--- src/rtl/alu_result_fifo.sv ---
// First-word fall-through FIFO for ALU {Result, Overflow, OpSel} triples with a saturating overflow counter.
// Optional macro ALU_RESULT_FIFO_DROP_OVF_EN: accept but do not store overflowed results.
module alu_result_fifo #(
  parameter int DATA_W  = 4,
  parameter int OPSEL_W = 2,
  parameter int DEPTH   = 4,
  parameter int CNT_W   = 8
) (
  input  logic                     clk,
  input  logic                     rst_n,
  input  logic                     Flush,
  input  logic                     InValid,
  output logic                     InReady,
  input  logic [DATA_W-1:0]        InResult,
  input  logic                     InOverflow,
  input  logic [OPSEL_W-1:0]       InOpSel,
  output logic                     OutValid,
  input  logic                     OutReady,
  output logic [DATA_W-1:0]        OutResult,
  output logic                     OutOverflow,
  output logic [OPSEL_W-1:0]       OutOpSel,
  output logic [$clog2(DEPTH):0]   Count,
  output logic                     Full,
  output logic                     Empty,
  output logic [CNT_W-1:0]         OvfCount
);

  localparam int AW    = $clog2(DEPTH);
  localparam int PTR_W = AW + 1;

  logic [PTR_W-1:0]   wr_ptr_q, wr_ptr_d;
  logic [PTR_W-1:0]   rd_ptr_q, rd_ptr_d;
  logic [CNT_W-1:0]   ovf_cnt_q, ovf_cnt_d;
  logic [DATA_W-1:0]  mem_result_q [DEPTH];
  logic               mem_ovf_q    [DEPTH];
  logic [OPSEL_W-1:0] mem_opsel_q  [DEPTH];
  logic [PTR_W-1:0]   count;
  logic               push;
  logic               pop;
  logic               store;

  // Extra pointer MSB tells full from empty when the indices coincide.
  assign count    = wr_ptr_q - rd_ptr_q;
  assign Count    = count;
  assign Full     = (count == PTR_W'(DEPTH));
  assign Empty    = (count == '0);
  assign InReady  = !Full;
  assign OutValid = !Empty;
  assign OvfCount = ovf_cnt_q;

  assign push = InValid && !Full && !Flush;
  assign pop  = !Empty && OutReady && !Flush;

`ifdef ALU_RESULT_FIFO_DROP_OVF_EN
  assign store = push && !InOverflow;
`else
  assign store = push;
`endif

  always_comb begin
    wr_ptr_d  = wr_ptr_q;
    rd_ptr_d  = rd_ptr_q;
    ovf_cnt_d = ovf_cnt_q;
    if (Flush) begin
      wr_ptr_d = '0;
      rd_ptr_d = '0;
    end else begin
      if (store) wr_ptr_d = wr_ptr_q + 1'b1;
      if (pop)   rd_ptr_d = rd_ptr_q + 1'b1;
    end
    if (push && InOverflow && (ovf_cnt_q != '1)) ovf_cnt_d = ovf_cnt_q + 1'b1;
  end

  always_ff @(posedge clk) begin
    if (!rst_n) begin
      wr_ptr_q  <= '0;
      rd_ptr_q  <= '0;
      ovf_cnt_q <= '0;
    end else begin
      wr_ptr_q  <= wr_ptr_d;
      rd_ptr_q  <= rd_ptr_d;
      ovf_cnt_q <= ovf_cnt_d;
    end
  end

  // Storage is cleared on reset so the fall-through outputs never show stale data.
  for (genvar gi = 0; gi < DEPTH; gi++) begin : g_entry
    always_ff @(posedge clk) begin
      if (!rst_n) begin
        mem_result_q[gi] <= '0;
        mem_ovf_q[gi]    <= 1'b0;
        mem_opsel_q[gi]  <= '0;
      end else if (store && (wr_ptr_q[AW-1:0] == AW'(gi))) begin
        mem_result_q[gi] <= InResult;
        mem_ovf_q[gi]    <= InOverflow;
        mem_opsel_q[gi]  <= InOpSel;
      end
    end
  end

  assign OutResult   = mem_result_q[rd_ptr_q[AW-1:0]];
  assign OutOverflow = mem_ovf_q[rd_ptr_q[AW-1:0]];
  assign OutOpSel    = mem_opsel_q[rd_ptr_q[AW-1:0]];

endmodule

--- config.mk ---
export PLATFORM = sky130hd
export DESIGN_NAME = alu_result_fifo
export DESIGN_NICKNAME = d
export VERILOG_FILES = /design/src/rtl/alu_result_fifo.sv
export SDC_FILE = /design/constraint.sdc
export NUM_CORES = 1
export LEC_CHECK = 0
export CAP_MARGIN = 30
export CORE_MARGIN = 5
export CORE_UTILIZATION = 40
export CTS_BUF_LIST = sky130_fd_sc_hd__clkbuf_2
export CTS_CLUSTER_SIZE = 25
export DETAILED_ROUTE_END_ITERATION = 8
export DONT_BUFFER_PORTS = 1
export HOLD_SLACK_MARGIN = 0.05
export PLACE_DENSITY = 0.51
export SETUP_SLACK_MARGIN = 0.5
export SLEW_MARGIN = 20
export SYNTH_ARGS = -nofsm -noshare
export SYNTH_HDL_FRONTEND = slang
export SYNTH_SLANG_ARGS = --single-unit
--- constraint.sdc ---
create_clock -name clk -period 2.78 [get_ports clk]
set_clock_uncertainty 0.1 [all_clocks]
set_input_delay 0 -clock clk [delete_from_list [all_inputs] [get_ports clk]]
set_output_delay 0 -clock clk [all_outputs]
set_load 0.02 [all_outputs]
# --- Word-level counts from Yosys, hierarchy flattened ---
# Memories as Yosys holds them, arrays and structs flattened. A register that Yosys moved wholly into a read port is not among the register bits.
# Index checks and enable logic that the tools add are counted.
word_totals:
  regBits: 14
  mem_bits_rw: 28
  in_bits: 12
  output_inout_bits: 22
  wordCells: 75
  n_memories: 3
memory_table:
  columns: ["name", "words", "width", "rd", "rd_ports_with_merged_regs", "write_ports", "line", "rtl"]
  rows:
  - ["mem_result_q", 4, 4, 1, 1, 4, "34", "logic [DATA_W-1:0] mem_result_q [DEPTH];"]
  - ["mem_opsel_q", 4, 2, 1, 1, 4, "36", "logic [OPSEL_W-1:0] mem_opsel_q [DEPTH];"]
  - ["mem_ovf_q", 4, 1, 1, 1, 4, "35", "logic mem_ovf_q [DEPTH];"]
classes:
  addsub: 4
  n_eq_ne: 5
  muxes: 31
  bitwise_logic: 13
  reduce_logical: 16
ops:
  columns: ["op", "count"]
  rows:
  - ["two-way mux 2 bit", 10]
  - ["two-way mux 1 bit", 17]
  - ["two-way mux 4 bit", 4]
  - ["OR 1 bit", 12]
  - ["logical AND 1 bit", 10]
  - ["adder 8 x 1 -> 8 bit, second input constant", 1]
  - ["!= test 8 bit, second input constant", 1]
  - ["adder 3 x 1 -> 3 bit, second input constant", 2]
  - ["equality test 2 bit, second input constant", 2]
  - ["equality test 3 bit, second input constant", 1]
  - ["zero test 1 bit", 3]
  - ["zero test 3 bit", 1]
  - ["subtractor 3 bit", 1]
  - ["equality test 2 x 1 -> 1 bit, second input constant", 1]
  - ["zero test 2 bit", 1]
  - ["OR reduction 2 bit", 1]
  - ["NOT 1 bit", 1]

# --- Logic depth before layout (Yosys ltp) ---
logic_depth:
  depth_word: 10
  depth_mapped: 8
  ltp_nobuf: 8

# --- Worst setup path before layout ---
# No wires, ideal clock.
synth_timing:
  kind: "flip-flop to flip-flop"
  start: "register wr_ptr_q[0]"
  end: "memory mem_opsel_q[0][0] (data pin)"
  setup_ns: 0.255
  arrival_time_ns: 2.067
  t_required_ns: 2.425
  path_slack_ns: 0.358
  path_stages_with_launch: 9
  path_buffers: 0
  synth_period_minus_slack_ns: 2.422
  cell_sequence: "dfxtp_1 > inv_1 > ha_1 > fa_1 > xnor3_2 > inv_2 > nand3_2 > and4_4 > and2_1"
synth_lines:
  columns: ["item", "line", "rtl"]
  rows:
  - ["start: declaration", "31", "logic [PTR_W-1:0] wr_ptr_q, wr_ptr_d;"]
  - ["start signal: assignment", "80", "wr_ptr_q <= wr_ptr_d;"]
  - ["end: declaration", "36", null]

==> results by group <==
Run status
  – Status: finished, final reports clean

CTS
  – CTS clk-pin slew, worst paths: 0.24 ns
  – CTS root buffer: clkbuf_2
  – CTS tree: done
  – Clk_lat worst skew: just over 0.4 ns
  – H-tree Lvls: 2
  – Total CTS buffers: 5
  – CTS Buffer Depth: 2
  – CTS Sinks: 44

STA
  – Post-layout min period: 2.300 ns
  – # setup viols final: 0
  – Hold slack: about 0.14 ns
  – Slew margin rel.: 0.4987
  – Setup TNS: 0 ns
  – Slew @ Worst Pin: 0.7469 ns
  – Period utilization: 0.8274
  – Hold Fails Final Rpt: 0
  – RSZ-0062 raised after global routing: yes
  – Fin. max-slew vios: 0
  – Fmax: around 0.43 GHz

Global routing
  – First-pass GRT wire length: between 7 and 8 mm
  – GRT overflow: 0
  – Pin count of the biggest net entering global routing: 15
  – Initial antenna violation count: 0
  – Number of global-route vias before repair: 1487
  – Total GRT Usage: 0.1437

Synthesis
  – Syn Nets: 201
  – Mux cell area share after synthesis: 0.08696
  – Avg Inst Size Synth: roughly 12 um^2
  – Area leader, netlist: edfxtp_1
  – Synth cell types: 38
  – Seq/Total Area, Yosys: 0.5333
  – Largest family of logic cells by synthesized area: simple AND/OR/NAND/NOR gates
  – Synth Register Bits: 44
  – Post-synthesis compound-gate area fraction: 0.07768
  – Ys Warns: 0
  – Adder-cell share of the synthesized area: 0.04986
  – Xor/xnor share of the synthesized area: 0.02319
  – Post-Syn Area: about 2200 um^2
  – Dominant cells by area after synthesis: edfxtp_1, dfxtp_1, and2_1
  – Post-synthesis simple-gate area fraction: 0.2006
  – Synth top area share: 0.3757
  – Cells after Synth: ~180

Cells and area
  – FILL cells: 466
  – Storage cell area: 1154 um^2
  – Multi-input gate area: roughly 1100 um^2
  – Nets: 225
  – Ratio of cells with drive above 1 in the final layout: 0.3495
  – Area Growth Syn to Fin: 21.91%
  – Ant diodes: 0

Route
  – Met3 WL: 273 um
  – Uppermost layer routed: met4
  – DRT Wirelength: 4.989 mm
  – DRT met1 WL: 2.048 mm
  – Via count: roughly 1500
  – Starting DRT DRC Count: 72
  – Final ANT Viol Nets: 0
  – DR vias/cell: 5.348
  – Wire per inst: 18.08 um
  – Initial DRT Pass Iterations: 6
  – DR DRC count: 0
  – Met2 WL: 2.603 mm

Placed design
  – GPL Wtd Cong: 0.7852
  – Detailed placement HPWL: between 3 and 4 mm
  – Port buffer count: 0

Job
  – Number of max-cap violations: 0

Critical path
  – Worst r2r path cells: 8
  – CP arrival: 2.42 ns
  – Flop2flop setup slack: between 0.4 and 0.5 ns
  – Top fanout value on the critical path: 7
  – Startpoint types: flip-flop
  – Required @ worst endpoint: 2.90 ns
  – Crit end category: flip-flop
  – Worst setup path class: flip-flop to flip-flop

Floorplanning
  – FP Rows: 26
  – Core area: 5172 um^2
  – Starting Density: 0.4173
  – Die W: ~83 um
  – Overall die area: 6965 um^2
  – Num ports: 34
  – Die Y-Extent: 83.46 um

Pwr
  – Peak ir drop on the vdd network: 0.1982 mV
  – Cell Pwr Density: 462.6 nW/um^2
  – P_leak: 0.9733 nW
  – Power Total: 1.217 mW

Min path
  – Tightest Hold Check Type: input port to flip-flop
  – Hold path depth: 3
-- stage by stage --
| step | setup WS (ns) | std cells | cell area (um^2) | util |
|---|---|---|---|---|
| finish | 0.4797 | 276 | 2631 | 0.5087 |
| global route | 0.4062 | 276 | 2631 | 0.5087 |
| floorplan | 0.5081 | 181 | 2171 | - |
| CTS | 0.4706 | 271 | 2519 | 0.4869 |
| global placement | 0.2255 | 246 | 2231 | 0.4313 |
| detailed placement | 0.1801 | 246 | 2231 | 0.4313 |
-- kinds of logic (layout without fill, tap and decap cells) --
logic type / after synthesis / in the layout
flip-flops: 44 / 44
XOR/XNOR: 4 / 4
AND/OR/NAND/NOR: 74 / 74
multiplexers: 10 / 10
buffers and inverters: 14 / 38
AO/OA/AOI/OAI: 27 / 28
adder cells (fa/ha/maj): 8 / 8
-- worst paths after layout --
| kind | from | endpoint |
|---|---|---|
| max | wr_ptr_q[0] | mem_ovf_q[0] |
| min | rst_n | OvfCount[5] |
| max reg2reg | wr_ptr_q[0] | mem_ovf_q[0] |
| min reg2reg | wr_ptr_q[1] | wr_ptr_q[1] |
-- placed cells by master (no fill, tap or decap), types with 2 or more instances in the layout --
| master | Yosys | routed |
|---|---|---|
| edfxtp_1 | 27 | 27 |
| mux2i_1 | 3 | 3 |
| o21ai_0 | 4 | 4 |
| nand2_2 | 0 | 4 |
| inv_4 | 0 | 3 |
| mux4_2 | 7 | 7 |
| dfxtp_1 | 17 | 15 |
| buf_4 | 0 | 7 |
| and2_4 | 0 | 24 |
| or4_1 | 4 | 3 |
| and2_1 | 27 | 3 |
| a21oi_1 | 11 | 9 |
| dfxtp_2 | 0 | 2 |
| xor2_1 | 3 | 3 |
| nor2_1 | 7 | 7 |
| clkinv_1 | 1 | 2 |
| o211ai_1 | 2 | 2 |
| dlygate4sd3_1 | 0 | 14 |
| a21oi_2 | 0 | 2 |
| and4_4 | 4 | 4 |
| o31ai_1 | 4 | 4 |
| nand4_1 | 2 | 2 |
| nand2b_1 | 2 | 2 |
| inv_1 | 7 | 4 |
| nand2_1 | 16 | 11 |
| ha_1 | 7 | 6 |
| clkbuf_2 | 0 | 5 |
| nand3_1 | 7 | 6 |
-- report_power, final --
| part | switching, mW | leakage, nW | internal [mW] |
|---|---|---|---|
| clock | 0.221 | 0.0406 | 0.151 |
| combinational | 0.0789 | 0.514 | 0.0456 |
| sequential | 0.00962 | 0.419 | 0.711 |
-- registers in the layout, summed over array words and instances (netlist names), named ones only --
name	count
mem_ovf_q	4
mem_opsel_q	8
rd_ptr_q	3
wr_ptr_q	3
OvfCount	8
mem_result_q	16
-- per-layer routing --
| metal | global-route usage | vias to the layer above |
|---|---|---|
| met3 | 0.05232 | 5 |
| li1 | - | 708 |
| met2 | 0.2529 | 34 |
| met4 | 0.04825 | 0 |
| met5 | 0 | - |
| met1 | 0.1605 | 729 |
-- worst max-delay path, cell delays in order (launching register included) --
cell,delay (ns)
dfxtp_2,0.40
inv_4,0.04
ha_4,0.15
fa_2,0.35
xnor3_2,0.36
inv_4,0.15
nand3_4,0.16
and4_4,0.24
and2_4,0.16
-- final cells by class --
cell class	instances	area share
repair buffers	21	0.07323
clock inverters	3	0.01617
multi-input cells	124	0.4137
clock buffers	5	0.009510
flip-flops and latches	44	0.4384
inverters	9	0.01569
well taps	70	0.03329
-- timing repair --
| action | CTS | global route |
|---|---|---|
| buffers inserted | 4 | 3 |
| hold buffers | 13 | 1 |
| endpoints found under the hold margin | 71 | 4 |
| setup endpoints to repair | 73 | 68 |
| resized for setup | 22 | 24 |
| gates cloned | 0 | 1 |
| pin swaps | 33 | 12 |
-- synthesized netlist by cell type (all sizes together) --
cell type,number
a311oi,1
mux2i,3
o2111ai,1
clkinv,1
or4,4
ha,7
or3,1
a211o,1
edfxtp,27
xnor3,1
nand4,2
nor2,7
nand2b,2
fa,1
and2,27
a21oi,11
inv,8
nand3,8
xor2,3
nand2,16
mux4,7
buf,3
dfxtp,17
o211ai,2
nor2b,1
nor4,1
clkbuf,2
o21a,1
o31ai,4
and2b,1
and4,4
o21ai,6
Power figures use the tool's default switching activity.
